**config.mk**
```make
export PLATFORM = sky130hd
export DESIGN_NAME = mem_arbiter_rr
export DESIGN_NICKNAME = d
export VERILOG_FILES = /design/src/rtl/mem_arbiter_rr.sv
export SDC_FILE = /design/constraint.sdc
export NUM_CORES = 1
export LEC_CHECK = 0
export ABC_AREA = 1
export CORE_ASPECT_RATIO = 2
export CORE_MARGIN = 4
export CORE_UTILIZATION = 25
export DETAILED_ROUTE_END_ITERATION = 10
export DONT_BUFFER_PORTS = 1
export GPL_TIMING_DRIVEN = 0
export HOLD_SLACK_MARGIN = 0.1
export PLACE_DENSITY_LB_ADDON = 0.05
export SETUP_SLACK_MARGIN = 0.05
export SKIP_CTS_REPAIR_TIMING = 1
export SYNTH_ARGS = -nofsm -noshare
export SYNTH_HDL_FRONTEND = slang
export SYNTH_SLANG_ARGS = --single-unit
```
**constraint.sdc**
```tcl
create_clock -name clk -period 2.8 [get_ports clk]
set_input_delay 0.56 -clock clk [delete_from_list [all_inputs] [get_ports clk]]
set_output_delay 0.56 -clock clk [all_outputs]
set_load 0.005 [all_outputs]
```
**src/rtl/mem_arbiter_rr.sv**
```systemverilog
// Round-robin arbiter in front of the single-port graphics BRAM. Client 0 can be
// given strict priority during the fetch window. Read data is broadcast with a one-hot tag.
module mem_arbiter_rr #(
  parameter int unsigned NUM_CLIENTS = 4,
  parameter int unsigned ADDR_W      = 17,
  parameter int unsigned DATA_W      = 32,
  parameter int unsigned RD_LAT      = 1,
  parameter int unsigned PRIO_FETCH  = 1
) (
  input  logic                          clk,
  input  logic                          rst_,
  input  logic                          en_fetching,
  input  logic [NUM_CLIENTS-1:0]        req_rts,
  output logic [NUM_CLIENTS-1:0]        req_rtr,
  input  logic [NUM_CLIENTS*ADDR_W-1:0] req_addr,
  input  logic [NUM_CLIENTS*DATA_W-1:0] req_wrdata,
  input  logic [NUM_CLIENTS*4-1:0]      req_wben,
  output logic [ADDR_W-1:0]             mem_addr,
  output logic [DATA_W-1:0]             mem_data_out,
  output logic [3:0]                    mem_wben,
  input  logic [DATA_W-1:0]             mem_data_in,
  output logic [DATA_W-1:0]             bcast_data,
  output logic [NUM_CLIENTS-1:0]        bcast_xfc
);

  localparam int unsigned IdxW = (NUM_CLIENTS > 1) ? $clog2(NUM_CLIENTS) : 1;

  logic [IdxW-1:0]        rr_ptr_q, rr_ptr_d;
  logic [IdxW-1:0]        grant_idx;
  logic [NUM_CLIENTS-1:0] grant;
  logic                   xfc;
  logic [ADDR_W-1:0]      sel_addr;
  logic [DATA_W-1:0]      sel_data;
  logic [3:0]             sel_wben;
  logic                   sel_read;
  int unsigned            cand;

  // Stage 0 lines up with mem_addr; stage RD_LAT lines up with valid mem_data_in.
  logic [NUM_CLIENTS-1:0] tag_q [RD_LAT+1];

  always_comb begin
    grant     = '0;
    grant_idx = '0;
    xfc       = 1'b0;
    cand      = 0;
    if (PRIO_FETCH != 0 && en_fetching && req_rts[0]) begin
      grant[0] = 1'b1;
      xfc      = 1'b1;
    end else begin
      for (int unsigned k = 1; k <= NUM_CLIENTS; k++) begin
        cand = (int'(rr_ptr_q) + k) % NUM_CLIENTS;
        if (!xfc && req_rts[cand]) begin
          grant[cand] = 1'b1;
          grant_idx   = IdxW'(cand);
          xfc         = 1'b1;
        end
      end
    end
  end

  always_comb begin
    rr_ptr_d = xfc ? grant_idx : rr_ptr_q;
    sel_addr = req_addr[grant_idx*ADDR_W +: ADDR_W];
    sel_data = req_wrdata[grant_idx*DATA_W +: DATA_W];
    sel_wben = req_wben[grant_idx*4 +: 4];
    sel_read = xfc && (sel_wben == 4'b0000);
  end

  // Grant is combinational; hold it off while reset is asserted.
  assign req_rtr = rst_ ? grant : '0;

  always_ff @(posedge clk or negedge rst_) begin
    if (!rst_) begin
      rr_ptr_q     <= IdxW'(NUM_CLIENTS - 1);
      mem_addr     <= '0;
      mem_data_out <= '0;
      mem_wben     <= '0;
      bcast_data   <= '0;
      bcast_xfc    <= '0;
      for (int unsigned i = 0; i <= RD_LAT; i++) begin
        tag_q[i] <= '0;
      end
    end else begin
      rr_ptr_q <= rr_ptr_d;
      if (xfc) begin
        mem_addr     <= sel_addr;
        mem_data_out <= sel_data;
        mem_wben     <= sel_wben;
      end else begin
        mem_wben <= '0;
      end
      tag_q[0] <= sel_read ? grant : '0;
      for (int unsigned i = 1; i <= RD_LAT; i++) begin
        tag_q[i] <= tag_q[i-1];
      end
      bcast_xfc <= tag_q[RD_LAT];
      if (|tag_q[RD_LAT]) begin
        bcast_data <= mem_data_in;
      end
    end
  end

endmodule
```
==> results of run 1 <==
-- per-stage QoR --
step / worst slack [ns] / cells
2_1_floorplan: 0.1882 / 704
3_3_place_gp: -0.4343 / 980
3_5_place_dp: -0.4760 / 980
4_1_cts: -0.7018 / 995
5_1_grt: -0.2997 / 1014
6_report: -0.1520 / 1014
-- area by class of cell --
class,count,area (µm²),area share [%]
multi-input combinational,541,2909,44.31
sequential,99,2480,37.77
tap,276,345.3,5.260
buffer,41,257.7,3.926
clock buffer,10,239.0,3.640
timing repair buffer,19,155.1,2.363
inverter,22,93.84,1.429
clock inverter,5,82.58,1.258
antenna,1,2.502,0.03812
-- state kept, by name, summed over array words and instances, names as in the netlist --
name,flops
bcast_xfc,4
bcast_data,32
mem_data_out,32
tag_q,8
mem_addr,17
mem_wben,4
rr_ptr_q,2
-- power by group --
part / switching, µW / internal (µW) / leakage (µW)
clock network: 586 / 808 / 0.000159
registers: 618 / 2270 / 0.00119
logic: 5370 / 3200 / 0.00164
-- final timing paths --
| path | startpoint | endpoint | slack (ns) | cells after the start |
|---|---|---|---|---|
| worst max register to register | rr_ptr_q[1]$_DFFE_PN1P_ | mem_addr[12]$_DFFE_PN0P_ | 0 | 15 |
| worst min register to register | tag_q[6]$_DFF_PN0_ | tag_q[2]$_DFF_PN0_ | 0.35 | 0 |
| min in group clk | req_addr[15] | mem_addr[15]$_DFFE_PN0P_ | 0.33 | 2 |
| worst min-delay path | rst_ | mem_addr[14]$_DFFE_PN0P_ | -0.11 | 0 |
| max in group asynchronous | rst_ | rr_ptr_q[0]$_DFFE_PN1P_ | 2.73 | 0 |
| worst max-delay path | rr_ptr_q[1]$_DFFE_PN1P_ | req_rtr[1] | -0.15 | 10 |
-- placed cells by master (no fill, tap or decap), drive strengths merged --
cell,synthesis,routed
buf,37,49
ha,8,8
dfstp,2,2
nand3b,2,2
nand3,125,125
o21ai,27,27
a21oi,58,58
bufinv,0,2
diode,0,1
nand4,1,1
nor3,4,4
clkinvlp,0,1
inv,22,23
a22oi,2,2
o21bai,1,1
clkinv,0,1
nand2,262,262
dfrtp,97,97
mux2,32,32
clkbuf,5,21
o22ai,1,1
nor2,14,14
o221ai,3,3
a21boi,1,1
-- metal layers --
layer | GRT usage (%) | part of all wire (%)
met1 | 17.14 | 34
met2 | 33.12 | 55
met3 | 6.293 | 9.7
met4 | 5.668 | 1.8
met5 | 0 | 0
-- logic make-up (layout without fill, tap and decap cells) --
family                     Yosys count  after routing  synth area share [%]
other                                0              1                     0
adders and majority gates            8              8                 1.786
DFF                                 99             99                 44.25
AOI/OAI and AO/OA                   93             93                 9.176
buffers and inverters               64             97                 5.693
and+or+nand+nor                    408            408                 32.66
muxes                               32             32                 6.430
==> metrics, run 1 <==
Top delay family on crit path=flip-flops; clk buf depth=2; RSZ-0062 raised after global routing=true; clock slew at reported path FFs=0.07 ns; Critical Path AT=2.39 ns; placed instance area=5949 µm²; flop and latch count out of synthesis=99; number of global-route vias before repair=5360; Final setup viols=6; most used cell, CP=nand3_4; most common cell in the netlist=nand2_1; clock sinks=99; YS warnings=0; vias=5180; Worst-Skew Late Latency=0.36 ns; worst setup path class=register to output port; worst-margin pin slew=0.5695 ns; CTS tree=built; failing checks=negative hold slack, negative setup slack; Die H=219.7 µm; residual DRC count=0; EDFF count, synth=0; syn nets=963; area delta synth->final=17.15%; Worst path max stage delay=0.57 ns; leading area contributor after synthesis=dfrtp_1; nets=992; antenna violations before repair=1; Yosys top cell area share=43.31%; Clk Tree Root Cell=clkbuf_16; pwr/cell area=1957 nW/µm²; All-Layer GR Usage=17.40%; required time of the critical path=2.24 ns; Post-Route WL=22820 µm; slack of the critical path=-0.1520 ns; synthesized area=5604 µm²; status=complete, but fails checks; hold_ws=-0.1133 ns; filler cell count in the final layout=2467; sequential area share after synthesis=44.25%; maximum vdd drop=704.5 µV; GRT overflow=0; DR vias/cell=5.108; Placer Congestion=0.8324; Leakage=0.002988 µW; max cap viols=0; core area=22060 µm²; Post-synth top flop=dfrtp_1; Initial DRT Pass Iterations=4; Synth area leaders=dfrtp_1 43%, nand2_1 17%, nand3_1 11%, mux2_2 6.4%, a21oi_1 4.9%; Final Skew=0.006058 ns; CP Buf/Inv Count=2; Die W=113.9 µm; Final Util=29.76%; DP HPWL=18490 µm; total power=12850 µW; DR WL/cell=22.50 µm; DR iter-0 viols=250; Worst setup EP type=output port; crit-path max FO=7; Final Hold Fails=97; most frequent cells after synthesis=254 x nand2_1, 118 x nand3_1, 97 x dfrtp_1; Worst Hold Class=primary input to async pin; io pins=344; FFs w/ async S/R, synth=100.0%; largest net degree at the start of global routing=101; setup tns final=-0.5167 ns; max_slew headroom=62.03%; layout cells sized above 1=19.54%; Syn Inst Count=704; number of distinct library cells after synthesis=35; Antenna Nets Post-Route=0; startpoint class of the critical path=register; first-pass GRT wire length=32570 µm; Pins Over Slew Limit=0; H-tree Lvls=3; I/O Buffers=0; Final min period=2.952 ns; Final Cycle Share=105.4%; row cnt=77; Initial Util=25.40%; Avg Cell Area, Syn=7.960 µm²; CTS Buf Count=9; Die ar.=25020 µm²; Crit-path slowest cell=dfstp_2; crit-path cells=clkinvlp_4 > ha_4 > inv_4 > nand3_4 > nand2_8 > a21oi_4 > nand3_4 > o221ai_1 > nand2_1 > nor2_2; fmax=338.8 MHz; post-layout instance area=6565 µm²
Note: power is estimated with default switching activity, not from simulation.
==> run 2: changes to the inputs <==
--- a/config.mk
+++ b/config.mk
@@ -16,6 +16,8 @@
 export PLACE_DENSITY_LB_ADDON = 0.05
 export SETUP_SLACK_MARGIN = 0.05
 export SKIP_CTS_REPAIR_TIMING = 1
+export SKIP_LAST_GASP = 1
 export SYNTH_ARGS = -nofsm -noshare
 export SYNTH_HDL_FRONTEND = slang
 export SYNTH_SLANG_ARGS = --single-unit
+export TNS_END_PERCENT = 100
==> run 2 against run 1 <==
- the run still ends with negative hold slack, negative setup slack left
- sequential cell count is the same
- maximum frequency is essentially flat
- global-route usage is the same
- register-to-register slack is essentially flat
- via count shrank 0.33%
- largest cell class unchanged
==> metrics, run 2 (synthesis results as in run 1) <==
largest net degree at the start of global routing=101 (unchanged); Final Cycle Share=105.4% (about the same); residual DRC count=0 (unchanged); Worst setup EP type=output port; CTS Buf Count=9 (unchanged); setup tns final=-0.5178 ns (-0.001145 ns); worst setup path start=rr_ptr_q[1]$_DFFE_PN1P_; DR vias/cell=5.092 (-0.33%); Final min period=2.952 ns (+0.0001470 ns); crit-path max FO=7 (unchanged); maximum vdd drop=692.3 µV (-1.7%); worst reg2reg startpoint=rr_ptr_q[1]$_DFFE_PN1P_; Routed met1 length=7653 µm (-0.26%); slack of the critical path=-0.1521 ns (-0.0001470 ns); max_slew headroom=62.03% (unchanged); Pins Over Slew Limit=0 (unchanged); Die ar.=25020 µm² (unchanged); total power=12850 µW (about the same); area delta synth->final=17.15% (unchanged); DP HPWL=18490 µm (unchanged); required time of the critical path=2.24 ns (about the same); I/O Buffers=0 (unchanged); crit-path cells=clkinvlp_4 > ha_4 > inv_4 > nand3_4 > nand2_8 > a21oi_4 > nand3_4 > o221ai_1 > nand2_1 > nor2_2; most used cell, CP=nand3_4; hold_ws=-0.1135 ns (-0.0001800 ns); Worst Hold Class=primary input to async pin; nets=992 (unchanged); Final Skew=0.006156 ns (+0.00009764 ns); Worst path max stage delay=0.57 ns (about the same); Placer Congestion=0.8324 (unchanged); clk buf depth=2 (unchanged); status=complete, but fails checks; Final Hold Fails=97 (unchanged); H-tree Lvls=3 (unchanged); max cap viols=0 (unchanged); most frequent cells in the layout=252 x nand2_1, 117 x nand3_1, 97 x dfrtp_1; io pins=344 (unchanged); Final Util=29.76% (unchanged); Antenna Nets Post-Route=0 (unchanged); worst setup path class=register to output port; Initial Util=25.40% (unchanged); startpoint class of the critical path=register; failing checks=negative hold slack, negative setup slack; fmax=338.7 MHz (about the same); Die W=113.9 µm (unchanged); GRT overflow=0 (unchanged); Die H=219.7 µm (unchanged); met3 WL=2187 µm (-0.77%); Post-Route WL=22780 µm (-0.18%); clock sinks=99 (unchanged); core area=22060 µm² (unchanged); Top delay family on crit path=flip-flops; Final setup viols=6 (unchanged); max layer used=met4; CTS tree=built; pwr/cell area=1957 nW/µm² (about the same); vias=5163 (-0.33%); antenna violations before repair=1 (unchanged); DR iter-0 viols=260 (+4.0%); Clk Tree Root Cell=clkbuf_16; first-pass GRT wire length=32570 µm (unchanged); Worst-Skew Late Latency=0.36 ns (about the same); RSZ-0062 raised after global routing=true; CP Buf/Inv Count=2 (unchanged); clock slew at reported path FFs=0.07 ns (about the same); number of global-route vias before repair=5360 (unchanged); DR WL/cell=22.46 µm (-0.18%); All-Layer GR Usage=17.40% (unchanged); worst-margin pin slew=0.5695 ns (unchanged); Largest regs=bcast_data x32, mem_data_out x32, mem_addr x17; Critical Path AT=2.39 ns (about the same); commonest non-fill, non-tap cell in the layout=nand2_1; Leakage=0.002987 µW (about the same); placed instance area=5949 µm² (unchanged); row cnt=77 (unchanged); met2 wire len=12510 µm (-0.17%); Initial DRT Pass Iterations=4 (unchanged); Crit-path slowest cell=dfstp_2; post-layout instance area=6565 µm² (unchanged); layout cells sized above 1=19.54% (unchanged)
==> run 2: changes by cell type in the layout (fill, tap and decap cells not counted) <==
cell | before | now
buf_4 | 22 | 21
clkbuf_4 | 7 | 8
==> run 2: power breakdown <==
| part | internal (µW) | switching (µW) |
|---|---|---|
| clock | 808 | 586 |
| combinational | 3200 | 5370 |
| sequential | 2270 | 618 |
| total | 6280 | 6570 |
==> run 2: routing by layer <==
layer	vias up	track usage, %
met1	2455	17.14
li1	2395	-
met2	290	33.12
met3	23	6.293
met5	-	0
met4	0	5.668
==> run 2: final timing paths <==
path,endpoint,cells past startpoint,slack (ns)
setup / recovery,req_rtr[1],10,-0.15
hold / removal,mem_addr[14]$_DFFE_PN0P_,0,-0.11
setup reg to reg,mem_addr[12]$_DFFE_PN0P_,15,0
hold reg to reg,tag_q[2]$_DFF_PN0_,0,0.35
max in group asynchronous,rr_ptr_q[0]$_DFFE_PN1P_,0,2.73
min in group clk,mem_data_out[27]$_DFFE_PN0P_,2,0.33
==> run 2: through the flow <==
stage	worst slack (ns)	cells	hold WS (ns)
2_1_floorplan	0.1882	704	0.2644
3_5_place_dp	-0.4760	980	0.2670
5_1_grt	-0.2997	1014	-0.1398
3_3_place_gp	-0.4343	980	0.2669
6_report	-0.1521	1014	-0.1135
4_1_cts	-0.7018	995	-0.1384
==> run 2: cell type report <==
| class | instances | area [µm²] |
|---|---|---|
| fill | 2467 | 15500 |
| multi-input combinational | 541 | 2909 |
| sequential | 99 | 2480 |
| tap | 276 | 345.3 |
| buffer | 41 | 257.7 |
| clock buffer | 10 | 239.0 |
| timing repair buffer | 19 | 155.1 |
| inverter | 22 | 93.84 |
| clock inverter | 5 | 82.58 |
| antenna | 1 | 2.502 |
